**src/rtl/mem_arb_pkg.sv**
```systemverilog
// Shared types and widths for the memory-port arbiter.
package mem_arb_pkg;

    localparam int ADDR_W = 64;
    localparam int DATA_W = 64;
    localparam int MASK_W = 8;
    localparam int CNT_W  = 4;

    typedef enum logic [1:0] {
        S_IDLE = 2'd0,
        S_BUSY = 2'd1,
        S_RESP = 2'd2
    } state_t;

    typedef enum logic {
        OWN_IF  = 1'b0,
        OWN_LSU = 1'b1
    } owner_t;

endpackage

```
**src/rtl/mem_arb_grant.sv**
```systemverilog
// Grant selection between IF and LSU. grant[0] = IF, grant[1] = LSU (one-hot).
// Default build: fixed LSU-over-IF priority.
// MEM_ARB_RR_EN defined: round-robin on ties using a last_owner register.
module mem_arb_grant
    import mem_arb_pkg::*;
(
    input  logic       clk,
    input  logic       rst,
    input  logic       if_valid,
    input  logic       lsu_valid,
    input  logic       handshake,
    output logic [1:0] grant
);

`ifdef MEM_ARB_RR_EN
    owner_t last_owner;

    // Remember who won the most recent handshake; IF after reset so LSU wins the first tie.
    always_ff @(posedge clk) begin
        if (rst) begin
            last_owner <= OWN_IF;
        end else if (handshake) begin
            last_owner <= grant[1] ? OWN_LSU : OWN_IF;
        end
    end

    // On a tie the requester that did not win last time is chosen; idle grant follows the same rule.
    always_comb begin
        grant = 2'b10;
        if (if_valid && lsu_valid) begin
            grant = (last_owner == OWN_IF) ? 2'b10 : 2'b01;
        end else if (if_valid) begin
            grant = 2'b01;
        end else if (lsu_valid) begin
            grant = 2'b10;
        end else begin
            grant = (last_owner == OWN_IF) ? 2'b10 : 2'b01;
        end
    end
`else
    logic unused_grant_inputs;
    assign unused_grant_inputs = ^{clk, rst, handshake};

    // IF is only granted when LSU is not asking; with nobody asking LSU holds the grant.
    always_comb begin
        grant = 2'b10;
        if (if_valid && !lsu_valid) begin
            grant = 2'b01;
        end
    end
`endif

endmodule

```
**src/rtl/mem_arbiter.sv**
```systemverilog
// Two-requester (IF / LSU) front end for the single data-memory port.
// One transaction at a time: IDLE -> BUSY (LATENCY cycles) -> RESP -> IDLE.
// Exactly one mem_ce pulse per transaction, on the last BUSY cycle.
// Optional macro MEM_ARB_RR_EN selects round-robin grant instead of LSU-first.
module mem_arbiter
    import mem_arb_pkg::*;
#(
    parameter int LATENCY = 1
) (
    input  logic              clk,
    input  logic              rst,
    input  logic              if_req_valid,
    output logic              if_req_ready,
    input  logic [ADDR_W-1:0] if_req_addr,
    output logic              if_resp_valid,
    output logic [DATA_W-1:0] if_resp_data,
    input  logic              lsu_req_valid,
    output logic              lsu_req_ready,
    input  logic [ADDR_W-1:0] lsu_req_addr,
    input  logic              lsu_req_we,
    input  logic [DATA_W-1:0] lsu_req_wdata,
    input  logic [MASK_W-1:0] lsu_req_wmask,
    output logic              lsu_resp_valid,
    output logic [DATA_W-1:0] lsu_resp_data,
    output logic [ADDR_W-1:0] mem_addr,
    output logic              mem_ce,
    output logic              mem_we,
    output logic [DATA_W-1:0] mem_wdata,
    output logic [MASK_W-1:0] mem_wmask,
    input  logic [DATA_W-1:0] mem_rdata
);

    localparam logic [CNT_W-1:0] CNT_LOAD = CNT_W'(LATENCY - 1);

    state_t            state_q, state_d;
    logic [CNT_W-1:0]  cnt_q;
    logic [ADDR_W-1:0] addr_q;
    logic              we_q;
    logic [DATA_W-1:0] wdata_q;
    logic [MASK_W-1:0] wmask_q;
    owner_t            owner_q;
    logic [DATA_W-1:0] rdata_q;

    logic [1:0] grant;
    logic       if_hs, lsu_hs, handshake, last_busy;

    assign if_hs     = if_req_valid  && if_req_ready;
    assign lsu_hs    = lsu_req_valid && lsu_req_ready;
    assign handshake = if_hs || lsu_hs;
    assign last_busy = (state_q == S_BUSY) && (cnt_q == '0);

    mem_arb_grant u_grant (
        .clk       (clk),
        .rst       (rst),
        .if_valid  (if_req_valid),
        .lsu_valid (lsu_req_valid),
        .handshake (handshake),
        .grant     (grant)
    );

    // State register.
    always_ff @(posedge clk) begin
        if (rst) begin
            state_q <= S_IDLE;
        end else begin
            state_q <= state_d;
        end
    end

    // Next-state: accept, count down the emulated latency, respond once.
    always_comb begin
        state_d = state_q;
        case (state_q)
            S_IDLE:  if (handshake) state_d = S_BUSY;
            S_BUSY:  if (cnt_q == '0) state_d = S_RESP;
            S_RESP:  state_d = S_IDLE;
            default: state_d = S_IDLE;
        endcase
    end

    // Capture request on handshake, run the latency counter, latch read data on the pulse cycle.
    always_ff @(posedge clk) begin
        if (rst) begin
            cnt_q   <= '0;
            addr_q  <= '0;
            we_q    <= 1'b0;
            wdata_q <= '0;
            wmask_q <= '0;
            owner_q <= OWN_IF;
            rdata_q <= '0;
        end else begin
            if (handshake) begin
                cnt_q   <= CNT_LOAD;
                addr_q  <= lsu_hs ? lsu_req_addr : if_req_addr;
                we_q    <= lsu_hs && lsu_req_we;
                wdata_q <= lsu_hs ? lsu_req_wdata : '0;
                wmask_q <= lsu_hs ? lsu_req_wmask : '0;
                owner_q <= lsu_hs ? OWN_LSU : OWN_IF;
            end else if ((state_q == S_BUSY) && (cnt_q != '0)) begin
                cnt_q <= cnt_q - CNT_W'(1);
            end
            if (last_busy) begin
                rdata_q <= we_q ? '0 : mem_rdata;
            end
        end
    end

    // Outputs: readies only in IDLE (and never during reset), memory port in BUSY, response in RESP.
    always_comb begin
        if_req_ready   = 1'b0;
        lsu_req_ready  = 1'b0;
        if_resp_valid  = 1'b0;
        if_resp_data   = '0;
        lsu_resp_valid = 1'b0;
        lsu_resp_data  = '0;
        mem_addr       = '0;
        mem_ce         = 1'b0;
        mem_we         = 1'b0;
        mem_wdata      = '0;
        mem_wmask      = '0;
        case (state_q)
            S_IDLE: begin
                if_req_ready  = !rst && grant[0];
                lsu_req_ready = !rst && grant[1];
            end
            S_BUSY: begin
                mem_addr  = addr_q;
                mem_wdata = wdata_q;
                mem_wmask = wmask_q;
                mem_ce    = (cnt_q == '0);
                mem_we    = (cnt_q == '0) && we_q;
            end
            S_RESP: begin
                if (owner_q == OWN_LSU) begin
                    lsu_resp_valid = 1'b1;
                    lsu_resp_data  = rdata_q;
                end else begin
                    if_resp_valid = 1'b1;
                    if_resp_data  = rdata_q;
                end
            end
            default: ;
        endcase
    end

endmodule

```
**config.mk**
```make
export PLATFORM = sky130hd
export DESIGN_NAME = mem_arbiter
export DESIGN_NICKNAME = d
export VERILOG_FILES = /design/src/rtl/mem_arb_pkg.sv /design/src/rtl/mem_arb_grant.sv /design/src/rtl/mem_arbiter.sv
export SDC_FILE = /design/constraint.sdc
export NUM_CORES = 1
export LEC_CHECK = 0
export BUFFER_PORTS_ARGS = -buffer_cell sky130_fd_sc_hd__buf_2
export CAP_MARGIN = 40
export CORE_AREA = 2 2 209 211
export CTS_CLUSTER_DIAMETER = 30
export DETAILED_ROUTE_END_ITERATION = 10
export DIE_AREA = 0 0 211 213
export HOLD_SLACK_MARGIN = 0.03
export MAX_ROUTING_LAYER = met4
export PLACE_DENSITY_LB_ADDON = 0.1
export SYNTH_ARGS = -nofsm -noshare
export SYNTH_HDL_FRONTEND = slang
export SYNTH_SLANG_ARGS = --single-unit
```
**constraint.sdc**
```tcl
create_clock -name clk -period 2.1 [get_ports clk]
set_clock_uncertainty 0.2 [all_clocks]
set_input_delay 0.21 -clock clk [delete_from_list [all_inputs] [get_ports clk]]
set_output_delay 0.21 -clock clk [all_outputs]
set_load 0.02 [all_outputs]
```
==> out/qor.yml, run 1 <==
yosys:
  yosysSeqAreaShare_pct: 41.8
  synthFlopType: "dfxtp_1"
  synth_area_leaders: "dfxtp_1 (42%), and2_1 (17%), mux2i_1 (6.4%)"
  ys_async_sr_fraction_pct: 0
  synth_enable_flop_cells: 0
  synthTopCellsByCount: "and2_1 (264), dfxtp_1 (208), clkbuf_1 (95)"
  synth_area_um2: 9970
  synth_most_common_cell: "and2_1"
  syn-instance-count: 1096
  synth.largest_area_cell: "dfxtp_1"
  syn_area_per_cell_um2: 9.09
  ys_ff_latch: 208
  syn-num-nets: 1366
  synth_warnings: 0
  synth.distinct_cells: 35
  synth_top_area_share_pct: 41.8
drt:
  via_per_inst: 4.66
  drtAntennaViolNets: 0
  drtIter0Drc: 512
  drc_errors: 0
  dr.pass1.iters: 4
  routed-via-count: 11900
  drt_wl_total_mm: 49.9
  wire_per_inst_um: 19.6
floorplanning:
  initial_core_util_pct: 23.3
  die_x_um: 211
  ios: 539
  core_area_um2: 42700
  fp.dieH_um: 213
  die_area_um2: 44900
  rows: 76
worst_setup_path:
  critPathArrivalTime_ns: 1.91
  worstPathRequired_ns: 1.69
  critPathLaunch: "state_q[0]"
  reg2regPathDepth: 4
  critPathSlowestCell: "and3b_2"
  start_kind: "flip-flop"
  crit_path_max_incr_delay_ns: 0.35
  critPathMostFrequentCell: "buf_6"
  crit-reg2reg-launch: "state_q[1]"
  cp_cell_sequence: "buf_6 -> and3b_2 -> buf_6 -> clkbuf_16 -> and2_4 -> buf_6"
  rrSetupSlack_ns: 0.09
  crit_family: "buffers and inverters"
  path_class: "reg -> out"
  path_buf_inv: 4
  cp-end-kind: "primary output"
  r2r-end: "addr_q[27]"
  cp_max_fo: 5
power_and_ir_drop:
  power.density_nw_per_um2: 773
  power.leakage_nw: 9.67
  vdd_drop_max_mv: 0.582
timing:
  maxSlewViolCount: 0
  max_slew_margin_pct: 45.5
  fmax_mhz: 430
  finalCriticalPeriod_ns: 2.32
  fin_crit_sh_pct: 111
  rsz0062_at_grt: "true"
  whs_ns: 0.119
  layout_setup_ws_ns: -0.225
  finalHoldViolCount: 0
  finalSetupViolCount: 270
  tightest_slew_ns: 0.817
placement:
  postPlaceCellArea_um2: 13400
  place_congestion: 0.774
  pre_cts_slack_ns: 0.139
  portBuffers: 538
  post-place-cells: 2098
  dp_hpwl_mm: 28.9
min_path:
  hp-class: "in -> reg"
  min-delay-start: "if_req_valid"
  hold_depth: 4
  min_to: "cnt_q[0]"
layout:
  nets: 2222
  fin_cells: 2550
  area_growth_syn_to_layout_pct: 115
  final_util_pct: 50.2
  drive_gt1_share_pct: 49.8
  design_area_um2: 21400
  fillers: 3869
grt:
  track_usage_pct: 20.1
  grt_first_pass_wirelength_mm: 68.2
  grt_overflow: 0
  grt_max_degree: 74
  grt_pass1_vias: 12200
  antenna_found_initial: 4
cts:
  cts_buffers: 68
  htree_levels: 3
  cts_tree: "done"
  root_buffer: "clkbuf_16"
  cts_buffer_depth: 3
  clkTransAtPathRegs_ns: 0.03
  clkSinkCount: 208
  clk-insertion-delay-late_ns: 0.54
run_status:
  violations: "setup timing"
  status: "finished with violations"
flow_run:
  max_cap_viol_count: 0
[cells by family (layout without fill, tap and decap cells)]
| family | Yosys count | count (layout) | synth area share [%] |
|---|---|---|---|
| buffers and inverters | 131 | 1035 | 5.59 |
| muxes | 64 | 64 | 6.43 |
| adders and majority gates | 1 | 1 | 0.126 |
| other | 0 | 4 | 0 |
| and+or+nand+nor | 413 | 413 | 26.7 |
| DFF | 208 | 208 | 41.8 |
| AOI/OAI and AO/OA | 279 | 279 | 19.4 |
[sequential cells by signal, summed over array words and instances (netlist names)]
name / cells
cnt_q: 4
owner_q: 1
wdata_q: 64
state_q: 2
wmask_q: 8
rdata_q: 64
we_q: 1
addr_q: 64
[metal layers]
metal  wire length (µm)  share of wire (%)  global-route usage [%]
met1              19700                 39                    22.0
met4               1820                3.7                    9.11
met3               3310                6.6                    5.90
met2              25100                 50                    33.6
met5                  0                  0                       -
[how the worst max path moves through the flow]
stage	endpoint	slack, ns	cells past startpoint
after floorplan	cnt_q[3]	0.04	7
after CTS	if_req_ready	-0.27	4
after detailed placement	addr_q[27]	0.14	4
after global routing	if_req_ready	-0.31	4
final	lsu_resp_data[18]	-0.22	6
after global placement	addr_q[27]	0.15	4
[cell type report]
class | count | area, µm² | share of cell area [%]
clock inverter | 21 | 269 | 1.26
clock buffer | 97 | 1960 | 9.17
timing repair buffer | 912 | 8440 | 39.4
sequential | 208 | 4170 | 19.5
tap | 546 | 683 | 3.19
multi-input combinational | 757 | 5850 | 27.3
inverter | 5 | 21.3 | 0.0993
antenna | 4 | 10.0 | 0.0467
[placed cells by master, fill, tap and decap left out, types with 15 or more instances in the layout]
| master | instances |
|---|---|
| dlygate4sd3_1 | 268 |
| buf_2 | 314 |
| mux2i_1 | 64 |
| clkbuf_16 | 88 |
| nand4b_1 | 65 |
| and2_1 | 53 |
| a21oi_1 | 70 |
| o21ai_0 | 66 |
| clkbuf_1 | 16 |
| a31o_1 | 49 |
| nor3_1 | 66 |
| a22o_1 | 73 |
| and2_4 | 211 |
| dfxtp_1 | 203 |
| buf_4 | 49 |
| buf_12 | 23 |
| buf_6 | 223 |
| a31o_2 | 15 |
[report_power, final]
part / leakage, nW / internal [mW] / switching [mW] / total (mW)
logic: 6.88 / 1.33 / 1.01 / 2.35
clock network: 1.08 / 7.01 / 2.76 / 9.76
registers: 1.71 / 4.26 / 0.182 / 4.44
[metrics by stage]
stage / power (mW) / setup TNS [ns]
2_1_floorplan: 5.27 / 0
6_report: 16.5 / -39.73
3_5_place_dp: 5.98 / 0
3_3_place_gp: 5.96 / 0
4_1_cts: 16.5 / -54.37
5_1_grt: 17.2 / -60.02
[worst register-to-register path, cell delays in order, from the launching register on]
cell     delay, ns
dfxtp_2       0.31
or3_2         0.54
or2_2         0.36
buf_12        0.20
a31o_2        0.28
[what timing repair did]
| action | CTS | global route |
|---|---|---|
| hold buffers | 268 | 0 |
| setup endpoints to repair | 270 | 276 |
| endpoints found under the hold margin | 206 | 0 |
| gates cloned | 10 | 23 |
| gates resized for setup | 228 | 477 |
| pin swaps | 0 | 122 |
| setup buffers | 14 | 19 |
Power figures use the tool's default switching activity.
==> run 2, diff against run 1 <==
- CORE_AREA: 2 2 209 211 -> 2 2 211 213
- CTS_BUF_LIST: unset -> sky130_fd_sc_hd__clkbuf_4 sky130_fd_sc_hd__clkbuf_8
- DIE_AREA: 0 0 211 213 -> 0 0 213 215
- TNS_END_PERCENT: unset -> 1
==> run 2 against run 1 <==
  * Clock-buffer cell count is 8 lower
  * Sequential share of layout area is 1.8 points higher
  * Global-route usage is 0.42 points lower
  * Final area is 8.4% lower
  * Largest cell class unchanged
  * Critical path type unchanged
  * Wire length is 8.8% lower
  * The run still ends with setup timing left
  * Via count is 2.8% lower
  * Worst setup slack worse by 0.082 ns
  * Clock power is 26% lower
  * Sequential power hardly changed
  * Final cell count hardly changed
  * Maximum frequency is 3.4% lower
==> out/qor.yml, run 2 (synthesis gave the netlist of run 1 again) <==
worst_setup_path:
  path_class: "reg -> out"
  critPathArrivalTime_ns: 2.00  # +0.09 ns
  cp_max_fo: 7  # +2
  cp-end-kind: "primary output"
  worstPathRequired_ns: 1.69  # about the same
  start_kind: "flip-flop"
power_and_ir_drop:
  power_switching_mw: 3.37  # -15%
  vdd_drop_max_mv: 0.440  # -24%
  swShare_pct: 24.4  # +0.51 points
  power.density_nw_per_um2: 704  # -8.9%
  internal_power_mw: 10.4  # -17%
  seq_power_share_pct: 31.9  # +5.1 points
  power.leakage_nw: 8.89  # -8.0%
  power_frac_clock_pct: 52.2  # -6.8 points
  p_comb_share_pct: 15.9  # +1.7 points
grt:
  grt_overflow: 0  # unchanged
  grt_first_pass_wirelength_mm: 68.4  # +0.44%
  grt_max_degree: 74  # unchanged
  antenna_found_initial: 4  # unchanged
  grt_pass1_vias: 12400  # +1.8%
  track_usage_pct: 19.6  # -0.42 points
drt:
  drc_errors: 0  # unchanged
  wire_per_inst_um: 17.9  # -8.8%
  dr.pass1.iters: 6  # +2
  routed-via-count: 11600  # -2.8%
  drtAntennaViolNets: 0  # unchanged
  drt_wl_total_mm: 45.5  # -8.8%
  via_per_inst: 4.53  # -2.7%
  drtIter0Drc: 477  # -6.8%
layout:
  final_cell_mix: "buf_2 (298), dlygate4sd3_1 (269), dfxtp_1 (203), and2_1 (164), buf_6 (143)"
  design_area_um2: 19600  # -8.4%
  nets: 2175  # -2.1%
  fin_cells: 2549  # -0.039%
  fillers: 4215  # +8.9%
  final_util_pct: 45.0  # -5.2 points
  reg_top3: "addr_q (64), rdata_q (64), wdata_q (64)"
  drive_gt1_share_pct: 43.7  # -6.1 points
  area_growth_syn_to_layout_pct: 96.9
  layout_commonest_cell: "buf_2"
timing:
  layout_setup_ws_ns: -0.306  # -0.0817 ns
  finalHoldViolCount: 0  # unchanged
  finalSetupViolCount: 270  # unchanged
  finalCriticalPeriod_ns: 2.41  # +0.0817 ns
  fin_crit_sh_pct: 115  # +3.9 points
  max_slew_margin_pct: 45.7  # +0.18 points
  maxSlewViolCount: 0  # unchanged
  fmax_mhz: 416  # -3.4%
  rsz0062_at_grt: "true"
  whs_ns: 0.110  # -0.00912 ns
  tightest_slew_ns: 0.814  # -0.00274 ns
placement:
  post-place-cells: 2136  # +1.8%
  portBuffers: 538  # unchanged
  place_congestion: 0.745  # -3.8%
  dp_hpwl_mm: 27.7  # -4.4%
  pre_cts_slack_ns: 0.106  # -0.0327 ns
  postPlaceCellArea_um2: 13400  # -0.48%
floorplanning:
  core_area_um2: 43600  # +2.2%
  rows: 77  # +1.3%
  initial_core_util_pct: 22.8  # -0.51 points
  die_area_um2: 45800  # +1.9%
  die_x_um: 213  # +0.95%
  fp.dieH_um: 215  # +0.94%
  ios: 539  # unchanged
run_status:
  status: "finished with violations"
  violations: "setup timing"
cts:
  cts_buffers: 61  # -10%
  cts_buffer_depth: 3  # unchanged
  clkSinkCount: 208  # unchanged
  cts_tree: "done"
  clkTransAtPathRegs_ns: 0.04  # about the same
  root_buffer: "clkbuf_8"
  clk-insertion-delay-late_ns: 0.63  # +0.09 ns
  htree_levels: 2  # -1
min_path:
  hp-class: "in -> reg"
flow_run:
  max_cap_viol_count: 0  # unchanged
==> run 2: cell count changes in the layout (fill, tap and decap cells not counted), sizes merged <==
cell          delta
buf             -29
clkbuf          -23
bufinv           +7
clkinvlp         -4
inv              -4
bufbuf           +2
clkinv           +2
dlygate4sd3      +1
dlymetal6s4s     +1
==> run 2: power groups by stage <==
stage / combinational (mW) / sequential [mW] / clock (mW)
2_1_floorplan: 0.863 / 4.41 / 0
3_3_place_gp: 1.46 / 4.46 / 0
3_5_place_dp: 1.47 / 4.47 / 0
4_1_cts: 2.18 / 4.40 / 7.41
5_1_grt: 2.37 / 4.45 / 7.59
6_report: 2.20 / 4.41 / 7.21
==> run 2: worst paths after layout <==
| kind | startpoint | to | cells past startpoint | slack (ns) |
|---|---|---|---|---|
| max | state_q[0] | mem_addr[43] | 7 | -0.31 |
| min reg2reg | addr_q[57] | addr_q[57] | 1 | 0.26 |
| max reg2reg | state_q[1] | addr_q[27] | 5 | 0.02 |
| min | rst | state_q[0] | 5 | 0.11 |
==> run 2: layout make-up <==
class | count | area, µm² | area share (%)
flip-flops and latches | 208 | 4170 | 21.3
inverters | 5 | 18.8 | 0.0956
diodes | 4 | 10.0 | 0.0510
clock inverters | 22 | 424 | 2.16
repair buffers | 872 | 7520 | 38.3
clock buffers | 89 | 1150 | 5.86
multi-input cells | 757 | 5590 | 28.5
well taps | 592 | 741 | 3.77
==> run 2: stage by stage <==
step                      TNS [ns]  total power [mW]
after global placement           0              5.92
after global routing        -88.41              14.4
after floorplan                  0              5.27
after detailed placement         0              5.94
after CTS                   -80.57              14.0
final                       -59.58              13.8
==> run 2: worst max-delay path, stage by stage (launching register included) <==
cell and delay [ns]:
dfxtp_2 0.33, buf_6 0.12, nor2b_4 0.22, buf_12 0.19, buf_12 0.13, buf_16 0.12
and2_4 0.14, buf_6 0.11
==> run 2: timing repair <==
item                       4_1_cts  5_1_grt
hold endpoints to repair       202        0
cloned                          10        3
setup endpoints to repair      270      272
gates resized for setup        452       59
pin swaps                       56       37
buffers inserted                11        6
hold buffers                   270        0
==> run 2: layer usage <==
layer	GRT usage (%)	vias to the layer above	wire (µm)	share of wire, %
met5	-	-	0	0
met4	8.72	0	1700	3.7
met3	5.48	107	3210	7.1
met2	32.2	404	21800	48
met1	22.1	5479	18800	41
li1	-	5565	-	-
==> run 3, diff against run 2 <==
--- a/config.mk
+++ b/config.mk
@@ -6,4 +6,5 @@
 export NUM_CORES = 1
 export LEC_CHECK = 0
+export ABC_AREA = 1
 export BUFFER_PORTS_ARGS = -buffer_cell sky130_fd_sc_hd__buf_2
 export CAP_MARGIN = 40
==> constraint.sdc (replaced) <==
create_clock -name clk -period 2.1 [get_ports clk]
set_clock_uncertainty 0.2 [all_clocks]
set_input_delay 0.525 -clock clk [delete_from_list [all_inputs] [get_ports clk]]
set_output_delay 0.525 -clock clk [all_outputs]
set_load 0.02 [all_outputs]
==> run 3 against run 2 <==
  * The run still ends with setup timing left
  * Critical path depth grew 1
  * Clock-buffer cell count is 4 lower
  * Synthesized area up 8.7%
  * Sequential cell count unchanged
  * Final area is essentially flat
  * Global-route usage shrank 1.1 points
  * Sequential power increased by 1%
  * Core utilization hardly changed
  * Wire length down 1.5%
  * Clock power down 14%
  * First-iteration DRC count rose by 6.7%
  * Largest cell class unchanged
==> out/qor.yml, run 3 <==
run_status:
  status: "finished with violations"
  violations: "setup timing"
layout:
  fillers: 4592  # +8.9%
  reg_top3: "addr_q (64), rdata_q (64), wdata_q (64)"
  nets: 2891  # +33%
  area_growth_syn_to_layout_pct: 81.1
  layout_commonest_cell: "nand2_1"
  design_area_um2: 19600  # about the same
  drive_gt1_share_pct: 31.4  # -12 points
  final_cell_mix: "nand2_1 (473), inv_1 (400), buf_2 (299), dlygate4sd3_1 (261), nor2_1 (213)"
  fin_cells: 3262  # +28%
placement:
  pre_cts_slack_ns: 0.0579  # -0.0482 ns
  portBuffers: 538  # unchanged
  post-place-cells: 2881  # +35%
  postPlaceCellArea_um2: 14300  # +7.3%
  dp_hpwl_mm: 29.4  # +6.4%
  place_congestion: 0.819  # +9.9%
timing:
  finalCriticalPeriod_ns: 2.56  # +0.150 ns
  finalHoldViolCount: 0  # unchanged
  layout_setup_ws_ns: -0.457  # -0.150 ns
  tightest_slew_ns: 0.809  # -0.00547 ns
  rsz0062_at_grt: "true"
  tns_ns: -94.68  # -35.10 ns
  fin_crit_sh_pct: 122  # +7.2 points
  finalSetupViolCount: 270  # unchanged
  maxSlewViolCount: 0  # unchanged
  max_slew_margin_pct: 46.1  # +0.36 points
  fmax_mhz: 391  # -5.9%
worst_setup_path:
  r2r-end: "addr_q[51]"
  worstPathRequired_ns: 1.37  # -0.32 ns
  start_kind: "flip-flop"
  path_class: "reg -> out"
  reg2regPathDepth: 7  # +2
  cp_max_fo: 24  # +17
  cp-end-kind: "primary output"
  path_buf_inv: 5  # unchanged
  crit_family: "buffers and inverters"
  rrSetupSlack_ns: 0.26  # +0.24 ns
  crit_path_max_incr_delay_ns: 0.33  # about the same
  critPathSlowestCell: "dfxtp_2"
  critPathArrivalTime_ns: 1.83  # -0.17 ns
  cp_cell_sequence: "inv_2 -> nor2_4 -> inv_2 -> nor2_4 -> inv_4 -> buf_16 -> nor2_2 -> buf_6"
  crit-reg2reg-launch: "state_q[1]"
power_and_ir_drop:
  internal_power_mw: 9.43  # -9.7%
  swShare_pct: 27.8  # +3.4 points
  seq_power_share_pct: 34.3  # +2.4 points
  power.leakage_nw: 9.90  # +11%
  vdd_drop_max_mv: 0.366  # -17%
  power_frac_clock_pct: 47.4  # -4.8 points
  p_comb_share_pct: 18.4  # +2.5 points
  power.density_nw_per_um2: 666  # -5.5%
  power_switching_mw: 3.63  # +7.7%
yosys:
  synth_area_leaders: "dfxtp_1 (38%), nand2_1 (16%), inv_1 (14%)"
  synth_simple_gate_area_share_pct: 38.4  # +12 points
  synthAdderAreaFrac_pct: 0.116  # -0.010 points
  synth_top_area_share_pct: 38.4  # -3.3 points
  synth.largest_area_cell: "dfxtp_1"
  synthFlopType: "dfxtp_1"
  ys_async_sr_fraction_pct: 0  # unchanged
  synth_warnings: 0  # unchanged
  syn-instance-count: 1828  # +67%
  synth-xor-area-share_pct: 0  # unchanged
  synth_mux_area_share_pct: 0  # -6.4 points
  syn_area_per_cell_um2: 5.93  # -35%
  yosysSeqAreaShare_pct: 38.4  # -3.3 points
  syn-num-nets: 2098  # +54%
  synth_area_um2: 10800  # +8.7%
  synthTopCellsByCount: "nand2_1 (476), inv_1 (402), nor2_1 (337)"
  synth.distinct_cells: 21  # -40%
  synth_most_common_cell: "nand2_1"
  ys_ff_latch: 208  # unchanged
  synth_compound_area_share_pct: 3.30  # -16 points
  synth_enable_flop_cells: 0  # unchanged
  synth_top_family_by_area: "simple AND/OR/NAND/NOR gates"
min_path:
  min_to: "addr_q[44]"
  hold_depth: 5  # unchanged
  hp-class: "in -> reg"
  min-delay-start: "lsu_req_addr[44]"
floorplanning:
  core_area_um2: 43600  # unchanged
  die_x_um: 213  # unchanged
  initial_core_util_pct: 24.8  # +2.0 points
  die_area_um2: 45800  # unchanged
  rows: 77  # unchanged
  fp.dieH_um: 215  # unchanged
  ios: 539  # unchanged
cts:
  clkSinkCount: 208  # unchanged
  cts_buffer_depth: 3  # unchanged
  clkTransAtPathRegs_ns: 0.05  # about the same
  cts_buffers: 61  # unchanged
  root_buffer: "clkbuf_8"
  cts_tree: "done"
  clk-insertion-delay-late_ns: 0.61  # -0.02 ns
  htree_levels: 2  # unchanged
drt:
  drc_errors: 0  # unchanged
  drt_wl_total_mm: 44.8  # -1.5%
  dr.pass1.iters: 5  # -1
  routed-via-count: 13500  # +16%
  drtIter0Drc: 509  # +6.7%
  drtAntennaViolNets: 0  # unchanged
  wire_per_inst_um: 13.7  # -23%
  via_per_inst: 4.13  # -9.0%
grt:
  track_usage_pct: 18.6  # -1.1 points
  grt_first_pass_wirelength_mm: 66.1  # -3.4%
  grt_pass1_vias: 13100  # +5.6%
  antenna_found_initial: 3  # -1
  grt_overflow: 0  # unchanged
  grt_max_degree: 80  # +8.1%
flow_run:
  max_cap_viol_count: 0  # unchanged
==> run 3: changes by cell type in the layout (fill, tap and decap cells not counted), sizes merged, moves of 8 or more <==
cell,change
a22o,-73
a31o,-64
and2,-264
buf,-18
dlygate4sd3,-8
inv,+402
mux2i,-64
nand2,+475
nand3,+208
nand4b,-65
nor2,+337
nor3,-66
o21ai,-65
==> run 3: cells by family (layout without fill, tap and decap cells) <==
| family | after synthesis | after routing |
|---|---|---|
| other | 0 | 3 |
| AND/OR/NAND/NOR | 1029 | 1029 |
| AO/OA/AOI/OAI | 70 | 70 |
| adder cells (fa/ha/maj) | 1 | 1 |
| flip-flops | 208 | 208 |
| buffers and inverters | 520 | 1359 |
==> run 3: worst max-delay path by stage <==
stage	from	endpoint	slack (ns)	depth (start not counted)
final	state_q[1]	if_resp_data[29]	-0.46	8
after global placement	state_q[1]	if_resp_data[1]	0.05	8
after floorplan	rst	lsu_req_ready	-0.002	5
after detailed placement	state_q[1]	if_resp_data[1]	0.06	8
after CTS	state_q[1]	mem_addr[58]	-0.58	7
after global routing	state_q[1]	if_resp_data[29]	-0.59	8
==> run 3: area by class of cell <==
type	count	area (µm²)	share of cell area, %
multi-input combinational	1100	4960	25.3
clock inverter	24	279	1.42
sequential	208	4170	21.2
clock buffer	85	1080	5.52
antenna	3	7.51	0.0383
timing repair buffer	844	6850	34.9
inverter	406	1530	7.81
tap	592	741	3.78
==> run 3: worst register-to-register path, cell delays in order (launching register included) <==
cell and delay [ns]:
dfxtp_2 0.32, buf_4 0.15, nor2_4 0.21, nand3_2 0.20
nand2_2 0.16, buf_12 0.26, nand3_1 0.22, nand2_1 0.08
==> run 3: power by group through the flow <==
stage | Sequential [mW] | Combinational [mW] | Clock [mW]
floorplan | 4.50 | 1.15 | 0
global placement | 4.54 | 1.85 | 0
CTS | 4.47 | 2.27 | 6.41
detailed placement | 4.54 | 1.85 | 0
finish | 4.47 | 2.40 | 6.19
global route | 4.51 | 2.66 | 6.64
==> run 3: what timing repair did <==
item	in CTS	in global routing
gates resized for setup	44	359
endpoints found under the setup margin	270	270
setup buffers	0	1
hold buffers	261	0
pin swaps	0	2
hold endpoints to repair	201	0
gates cloned	0	7
==> run 3: stage by stage <==
step / power (mW) / util, % / hold WS, ns
after floorplan: 5.65 / - / 0.243
after global placement: 6.39 / 32.8 / 0.253
after detailed placement: 6.40 / 32.8 / 0.256
after CTS: 13.1 / 42.2 / 0.0312
after global routing: 13.8 / 45.0 / 0.0538
final: 13.1 / 45.0 / 0.0919
==> run 3: routing by layer <==
layer	wire length [µm]	track usage (%)	up-vias
met5	0	-	-
met4	1100	5.71	0
met3	2530	4.25	71
met2	22000	31.7	392
met1	19200	21.5	6085
li1	-	-	6908
